==> config.mk <==
export PLATFORM = sky130hd
export DESIGN_NAME = alu_sequencer
export DESIGN_NICKNAME = d
export VERILOG_FILES = /design/src/rtl/alu_sequencer.sv
export SDC_FILE = /design/constraint.sdc
export NUM_CORES = 1
export LEC_CHECK = 0
export CORE_ASPECT_RATIO = 1.4
export CORE_MARGIN = 2
export CORE_UTILIZATION = 40
export CTS_CLUSTER_DIAMETER = 100
export CTS_CLUSTER_SIZE = 40
export DETAILED_ROUTE_END_ITERATION = 12
export PLACE_DENSITY = 0.65
export SYNTH_ARGS = -nofsm -noshare
export SYNTH_HDL_FRONTEND = slang
export SYNTH_SLANG_ARGS = --single-unit
==> constraint.sdc <==
create_clock -name clk -period 3.5 [get_ports clk]
set_clock_uncertainty 0.2 [all_clocks]
set_input_delay 0.35 -clock clk [delete_from_list [all_inputs] [get_ports clk]]
set_output_delay 0.35 -clock clk [all_outputs]
set_load 0.03 [all_outputs]
==> src/rtl/alu_sequencer.sv <==
`default_nettype none
// ============================================================================
// Module   : alu_sequencer
// Purpose  : Issue/writeback controller for an external 8-bit combinational
//            ALU. It accepts one instruction per three cycles, reads operands
//            from a 4-entry register file, and registers them onto the ALU
//            inputs. One cycle later it writes the ALU result back to the
//            register file and reports it on a one-cycle result strobe.
// Revision : 1.0 - initial release
// ============================================================================
module alu_sequencer #(
  parameter int DATA_W = 8,
  parameter int NREG   = 4
) (
  input  logic              clk,
  input  logic              rst_n,
  input  logic              instr_valid_i,
  output logic              instr_ready_o,
  input  logic [15:0]       instr_i,
  output logic [DATA_W-1:0] alu_a_o,
  output logic [DATA_W-1:0] alu_b_o,
  output logic [2:0]        alu_op_o,
  input  logic [DATA_W-1:0] alu_result_i,
  output logic              res_valid_o,
  output logic [DATA_W-1:0] res_o,
  output logic [1:0]        res_rd_o,
  input  logic [1:0]        dbg_sel_i,
  output logic [DATA_W-1:0] dbg_data_o
);

  // A load-immediate is issued to the ALU as a plain pass-through of B
  localparam logic [2:0] c_OP_PASSB = 3'b001;

  typedef enum logic [1:0] {
    S_IDLE = 2'd0,
    S_EXEC = 2'd1,
    S_WB   = 2'd2
  } state_t;

  state_t            r_state;
  logic [1:0]        r_rd;
  logic [DATA_W-1:0] r_rf [NREG];

  // Instruction field decode
  logic [2:0]        w_opc;
  logic              w_li;
  logic [1:0]        w_rd;
  logic [1:0]        w_ra;
  logic [1:0]        w_rb;
  logic [DATA_W-1:0] w_imm;

  assign w_opc = instr_i[15:13];
  assign w_li  = instr_i[12];
  assign w_rd  = instr_i[11:10];
  assign w_ra  = instr_i[9:8];
  assign w_rb  = instr_i[7:6];
  assign w_imm = instr_i[DATA_W-1:0];

  // Ready depends only on the state, so valid can never combinationally loop back into it
  assign instr_ready_o = (r_state == S_IDLE);

  // Debug read port is a plain asynchronous read of the register file
  assign dbg_data_o = r_rf[dbg_sel_i];

  // Sequencer FSM with the register file and all of its registered outputs
  always_ff @(posedge clk or negedge rst_n) begin
    if (!rst_n) begin
      r_state     <= S_IDLE;
      r_rd        <= 2'd0;
      alu_a_o     <= '0;
      alu_b_o     <= '0;
      alu_op_o    <= 3'b000;
      res_o       <= '0;
      res_rd_o    <= 2'd0;
      res_valid_o <= 1'b0;
      for (int i = 0; i < NREG; i++) begin
        r_rf[i] <= '0;
      end
    end else begin
      case (r_state)
        S_IDLE: begin
          res_valid_o <= 1'b0;
          if (instr_valid_i) begin
            alu_op_o <= w_li ? c_OP_PASSB : w_opc;
            alu_a_o  <= r_rf[w_ra];
            alu_b_o  <= w_li ? w_imm : r_rf[w_rb];
            r_rd     <= w_rd;
            r_state  <= S_EXEC;
          end
        end
        S_EXEC: begin
          // The ALU has had a full cycle to settle on the registered operands
          r_rf[r_rd]  <= alu_result_i;
          res_o       <= alu_result_i;
          res_rd_o    <= r_rd;
          res_valid_o <= 1'b1;
          r_state     <= S_WB;
        end
        S_WB: begin
          res_valid_o <= 1'b0;
          r_state     <= S_IDLE;
        end
        default: begin
          res_valid_o <= 1'b0;
          r_state     <= S_IDLE;
        end
      endcase
    end
  end

endmodule
`default_nettype wire

# --- Yosys cells after proc, flatten, opt, wreduce, memory -nomap -nowiden ---
# Cells that the tools add are included.
totals:
  regBits: 66
  out_inout_bits: 39
  elab_cells: 43
op_classes:
  order_cmp: 5
  n_eq_ne: 2
  mux: 17
  bitwise_logic: 4
  n_reduce_logical: 3
op_table:
  columns: ["cell", "count"]
  rows:
  - ["$mux 8", 8]
  - ["$bmux 8 s2", 3]
  - ["$bwmux 32", 1]
  - ["$demux 8 s2", 1]
  - ["$ge 3x3->1 const B", 4]
  - ["$not 2->3", 4]
  - ["$pmux 2 s2", 1]
  - ["$lt 3x1->1 const B", 1]
  - ["$mux 3", 1]
  - ["$eq 2x1->1 const B", 1]
  - ["$logic_not 2->1", 1]
  - ["$mux 2", 1]
  - ["$ne 2x2->1 const B", 1]
  - ["$reduce_and 2->1", 1]
  - ["$logic_and 1x1->1", 1]
  - ["$mux 1", 1]

# --- Depth between registers and ports, before layout ---
# Gate-level depths: netlist of the first run.
depth:
  word_depth: 6
  depth_mapped: 6

# --- Worst setup path after synthesis of the first run ---
# Ideal clock, no wire load.
synth_path:
  kind: "input port to output port"
  start: "input dbg_sel_i[0]"
  end: "output dbg_data_o[0]"
  arrival_ns: 1.214
  required_time_ns: 2.950
  path_slack_ns: 1.736
  cell_stages: 2
  n_path_buf: 1
  path_cell_list: "buf_2 mux4_2"
synth_between:
  elab_chain_cells: 4
synth_lines:
  columns: ["element", "line_no", "text"]
  rows:
  - ["start, declared", "27", "input logic [1:0] dbg_sel_i,"]
  - ["$not 2->3 (implied by the code)", "63", "assign dbg_data_o = r_rf[dbg_sel_i];"]
  - ["$bmux 8 s2", "63", null]
  - ["$mux 8 (implied by the code) (2 in series)", "63", null]
  - ["end, declared", "28", "output logic [DATA_W-1:0] dbg_data_o"]
# Every way passes these cells. The select of a mux whose other input is x is not followed.

# --- Final worst setup path of the first run ---
layout_path:
  start: "input dbg_sel_i[0]"
  end: "output dbg_data_o[3]"
# The elaborated chain is that of the path after synthesis.

==> flow_summary.yaml, run 1 <==
power:
  p_per_area_nw_per_um2: 850.9
  power_mw: 3.496
  vdd_ir_drop_max_mv: 0.3945
  p_leak_nw: 1.718
final_layout:
  syn_to_final_growth_pct: 31.47
  fin_cells: 396
  final_area_um2: 4109
  num_antenna_cells: 0
  finalNetCount: 321
  layout-drive-gt1-share_pct: 30.74
  fin_util_pct: 53.68
clocking:
  path_clk_slew_ns: 0.06
  cts_sinks: 66
  insertion_delay_ns: 0.35
  post-cts-setup-buffers: 0
  numCtsBuffers: 9
  cts_buffer_depth: 2
  root_buffer: "clkbuf_8"
  tritoncts: "done"
  cts-resized-gates: 0
  cts_hold_buf: 1
  htreeDepth: 3
critical_path:
  worst_setup_path_start_kind: "input port"
  worstSetupEndpoint: "dbg_data_o[3]"
  cp.required_ns: 2.95
  reg2reg_depth: 3
  reg2reg_from: "r_state[1]"
  worstSetupStartpoint: "dbg_sel_i[0]"
  worstSetupPathType: "in -> out"
  setup.worst_path.end_class: "output port"
  rrSetupSlack_ns: 1.20
  worstPathArrival_ns: 2.19
  cp_max_fo: 8
  r2r_end: "r_rf[16]"
timing:
  setup_viol: 0
  hold-worst-slack_ns: 0.2776
  final_hold_viol_count: 0
  timing.final.crit_share_pct: 78.19
  tns_ns: 0
  maxSlewViolCount: 0
  setup_slack_ns: 0.7635
  fmax_ghz: 0.3654
  slew-limit-headroom_pct: 37.78
  timing.final.crit_period_ns: 2.736
  rsz0062_at_grt: "no"
  tightest_slew_ns: 0.9334
placed_design:
  dp_cells: 380
  pre_cts_slack_ns: 0.7587
  globalplace.congestion: 0.7792
  portBuffers: 67
  hpwl_mm: 4.926
  dpl-instance-area_um2: 3895
route:
  dr.pass1.iters: 4
  initialDrtViolationCount: 116
  avgRoutedWirePerCell_um: 18.47
  vias: 2058
  drtAntennaViolNets: 0
  vias_per_cell: 5.197
  drc: 0
  wl_mm: 7.316
run:
  drv_cap: 0
yosys:
  yosys_warnings: 0
  ys_ff_latch: 66
  synthFlopType: "dfrtp_1"
  syn_area_um2: 3125
  syn_area_per_cell_um2: 14.08
  syn-num-nets: 251
  synth_edf_count: 0
  synth_seq_area_share_pct: 52.84
  async_flop_share_pct: 100.0
  ys_types: 22
  synthCells: 222
global_routing:
  grt_max_degree: 42
  grt_pass1_vias: 2085
  grt-ovfl-total: 0
  grt_pass1_wl_mm: 11.58
  grt.total_usage_pct: 18.88
  antenna_found_initial: 0
hold_path:
  hold_path.class: "reg -> reg"
floorplanning:
  ios: 68
  die_w_um: 78.71
  core_area_um2: 7655
  initial_core_util_pct: 40.83
  fp-row-count: 38
  dieArea_um2: 8547
  die_h_um: 108.6
run_status:
  status: "complete, no violations"
## routing by layer
metal  GRT usage, %  up-vias  share of wire [%]
met5              0        -                  0
met4          7.519        0                1.4
met3          4.508        8                4.4
met2          32.05       54                 52
met1          23.17     1052                 42
li1               -      944                  -
## flip-flops by register name, indices dropped and copies added (netlist names)
name,cells
r_rf,32
alu_a_o,8
alu_b_o,8
res_o,8
alu_op_o,3
r_rd,2
r_state,2
res_rd_o,2
res_valid_o,1
## power by group
group          switching, mW  leakage [nW]  total, mW  internal [mW]
Combinational          0.692         0.823       1.48          0.793
Clock                  0.280         0.106      0.662          0.383
Sequential             0.261         0.789       1.35           1.09
Total                   1.23          1.72       3.50           2.26
## worst max-delay path, cell delays in order
cell and delay [ns]:
clkdlybuf4s50_1 0.46, buf_4 0.22, mux4_2 0.54, clkdlybuf4s50_1 0.61
## layout by cell type, fill, tap and decap left out, drive strengths merged, types with 2 or more instances in the layout
cell type      instances
nor3b                  2
clkbuf                13
mux2                  44
nand2                 29
a21oi                  7
a31oi                  2
clkdlybuf4s50         66
nor2                  12
buf                    6
or3                    2
mux2i                  8
dfrtp                 66
inv                    4
mux4                  22
o21ai                  4
nand3b                 3
## cells by family after synthesis
group | Yosys count | share of synthesized area, %
and+or+nand+nor | 51 | 8.167
buffers and inverters | 18 | 2.562
AOI/OAI and AO/OA | 13 | 2.162
muxes | 74 | 34.27
DFF | 66 | 52.84
## final cells by class
cell class                      instances  area [um2]
Inverter                                4       15.01
Fill cell                             633        3546
Sequential cell                        66        1652
Clock buffer                           13       168.9
Tap cell                              100       125.1
Multi-Input combinational cell        138        1400
Clock inverter                          2       35.03
Timing Repair Buffer                   73       713.2
## worst min-delay path by stage
stage	startpoint	to	slack, ns	cells after the start
2_1_floorplan	rst_n	alu_a_o[0]	-0.15	0
3_3_place_gp	res_o[4]	res_o[4]	0.26	2
3_5_place_dp	res_o[4]	res_o[4]	0.27	2
4_1_cts	res_o[4]	res_o[4]	0.28	2
5_1_grt	res_o[6]	res_o[6]	0.30	2
6_report	res_o[4]	res_o[4]	0.28	2
## synth_stat cells, types with 2 or more instances
| cell | n | share of area, % |
|---|---|---|
| or3_1 | 2 | 0.40 |
| a21oi_1 | 7 | 1.1 |
| inv_1 | 4 | 0.48 |
| nand3b_1 | 3 | 0.72 |
| dfrtp_1 | 66 | 53 |
| nor2_1 | 11 | 1.3 |
| mux4_2 | 22 | 16 |
| mux2i_1 | 8 | 2.6 |
| clkbuf_1 | 4 | 0.48 |
| buf_1 | 2 | 0.24 |
| nand2_1 | 29 | 3.5 |
| a31oi_1 | 2 | 0.40 |
| o21ai_0 | 4 | 0.64 |
| mux2_2 | 44 | 16 |
| buf_2 | 7 | 1.1 |
(Power assumes the default switching activity.)
==> inputs of run 2 (changes only) <==
--- a/config.mk
+++ b/config.mk
@@ -11,7 +11,7 @@
 export CTS_CLUSTER_DIAMETER = 100
 export CTS_CLUSTER_SIZE = 40
 export DETAILED_ROUTE_END_ITERATION = 12
-export PLACE_DENSITY = 0.65
+export PLACE_DENSITY = 0.68
 export SYNTH_ARGS = -nofsm -noshare
 export SYNTH_HDL_FRONTEND = slang
 export SYNTH_SLANG_ARGS = --single-unit
==> constraint.sdc (replaced) <==
create_clock -name clk -period 2.47 [get_ports clk]
set_clock_uncertainty 0.2 [all_clocks]
set_input_delay 0.247 -clock clk [delete_from_list [all_inputs] [get_ports clk]]
set_output_delay 0.247 -clock clk [all_outputs]
set_load 0.03 [all_outputs]
==> run 2 against run 1 <==
Power rose by 43%. Final cell count rose by 2.3%. First-iteration DRC count fell by 49%. Die area did not move. Non-clock buffer count rose by 8. Sequential power rose by 41%. Worst setup slack got worse by 0.74 ns. Via count rose by 1.1%. Largest power group unchanged.
==> flow_summary.yaml, run 2 (synthesis results as in run 1) <==
critical_path:
  cpPeakStageDelay_ns: 0.62
  reg2reg_depth: 3
  cp.required_ns: 2.02
  reg2reg_from: "r_state[1]"
  r2r_end: "r_rf[28]"
  worst_setup_path_start_kind: "input port"
  worstSetupPathType: "in -> out"
  rrSetupSlack_ns: 0.43
  worstSetupStartpoint: "dbg_sel_i[0]"
  cp_slowest_cell: "clkdlybuf4s50_1"
  cp_max_fo: 3
  crit_path_frequent_cell: "clkdlybuf4s50_1"
  crit_chain: "clkdlybuf4s50_1 -> buf_4 -> mux4_2 -> clkdlybuf4s50_1"
  worstSetupEndpoint: "dbg_data_o[7]"
  worstPathArrival_ns: 2.00
  setup.worst_path.end_class: "output port"
route:
  dr.pass1.iters: 4
  wl_mm: 7.023
  drtAntennaViolNets: 0
  initialDrtViolationCount: 59
  avgRoutedWirePerCell_um: 17.34
  vias_per_cell: 5.136
  vias: 2080
  drc: 0
clocking:
  cts_buffer_depth: 2
  root_buffer: "clkbuf_8"
  htreeDepth: 3
  insertion_delay_ns: 0.35
  path_clk_slew_ns: 0.07
  cts_sinks: 66
  post-cts-setup-buffers: 0
  tritoncts: "done"
  numCtsBuffers: 9
floorplanning:
  die_h_um: 108.6
  die_w_um: 78.71
  initial_core_util_pct: 40.83
  ios: 68
  dieArea_um2: 8547
  fp-row-count: 38
  core_area_um2: 7655
run_status:
  status: "complete, no violations"
power:
  p_leak_nw: 1.794
  vdd_ir_drop_max_mv: 0.5658
  switching_share_pct: 35.06
  power.net_switching_mw: 1.758
  p_per_area_nw_per_um2: 1193
  combPwrFrac_pct: 42.0
  p_seq_share_pct: 38.1
  intPower_mw: 3.256
  clockPowerShare_pct: 19.9
global_routing:
  grt_pass1_vias: 2166
  grt_pass1_wl_mm: 11.20
  grt_max_degree: 67
  grt-ovfl-total: 0
  grt.total_usage_pct: 17.93
  antenna_found_initial: 0
final_layout:
  finalNetCount: 329
  largest_reg_flops: 32
  num_antenna_cells: 0
  syn_to_final_growth_pct: 34.51
  layout-drive-gt1-share_pct: 34.10
  final_cell_mix: "66 x dfrtp_1, 60 x clkdlybuf4s50_1, 44 x mux2_2"
  final_area_um2: 4204
  layout_commonest_cell: "dfrtp_1"
  largest-register: "r_rf"
timing:
  maxSlewViolCount: 0
  timing.final.crit_period_ns: 2.444
  rsz0062_at_grt: "no"
  final_hold_viol_count: 0
  timing.final.crit_share_pct: 98.93
  slew-limit-headroom_pct: 61.06
  tightest_slew_ns: 0.5823
  setup_viol: 0
  fmax_ghz: 0.4092
  tns_ns: 0
placed_design:
  hpwl_mm: 4.812
  dpl-instance-area_um2: 3970
  portBuffers: 67
  globalplace.congestion: 0.7411
run:
  drv_cap: 0
hold_path:
  hold_path.class: "in -> async"
-- run 2: cell count changes in the layout (fill, tap and decap cells not counted), sizes merged, moves of 2 or more --
cell,change
clkdlybuf4s50,-6
dlymetal6s2s,+2
clkbuf,-2
buf,+12
-- run 2: worst min path at each step --
stage	start	end	slack [ns]	cells after the start
after floorplan	rst_n	alu_a_o[0]	-0.25	0
after global placement	rst_n	alu_b_o[5]	0.09	2
after detailed placement	rst_n	alu_b_o[5]	0.09	2
after CTS	rst_n	alu_b_o[5]	0.26	3
after global routing	rst_n	r_rf[11]	0.30	3
final	rst_n	alu_b_o[5]	0.24	3
-- run 2: metrics by stage --
| stage | worst slack (ns) | util (%) | std cells | power (mW) | hold WS (ns) |
|---|---|---|---|---|---|
| 6_report | 0.02648 | 54.92 | 405 | 5.014 | 0.2424 |
| 5_1_grt | 0.0006575 | 54.92 | 405 | 5.295 | 0.2979 |
| 4_1_cts | 0.01310 | 54.85 | 405 | 5.067 | 0.2602 |
| 3_5_place_dp | 0.01702 | 51.86 | 388 | 4.059 | 0.09226 |
| 3_3_place_gp | 0.03077 | 51.86 | 388 | 4.008 | 0.08941 |
| 2_1_floorplan | 0.7812 | - | 222 | 3.229 | -0.2486 |
-- run 2: repair_timing --
action	in CTS	in global routing
gates resized for setup	0	2
endpoints found under the setup margin	0	2
hold endpoints to repair	66	0
hold buffers	1	0
-- run 2: routing by layer --
metal / share of wire [%] / track usage, %
met2: 51 / 29.91
met1: 42 / 22.82
met3: 3.8 / 2.254
met4: 2.3 / 9.398
met5: 0 / 0
-- run 2: layout make-up --
class                      count  area, um2
multi-input combinational    138       1400
sequential                    66       1652
inverter                       4      15.01
timing repair buffer          81      793.3
fill                         658       3451
tap                          100      125.1
clock buffer                  11      141.4
clock inverter                 5      77.57
-- run 2: power groups by stage --
| stage | Clock (mW) | Combinational [mW] | Sequential [mW] |
|---|---|---|---|
| final | 1.00 | 2.10 | 1.91 |
| after global routing | 1.07 | 2.24 | 1.98 |
| after CTS | 1.02 | 2.14 | 1.91 |
| after detailed placement | 0 | 2.13 | 1.93 |
| after global placement | 0 | 2.11 | 1.90 |
| after floorplan | 0 | 1.04 | 2.18 |
-- run 2: worst max-delay path, delay by kind of cell --
family | cells | cell delay [ns]
buffers and inverters | 3 | 1.26
multiplexers | 1 | 0.49
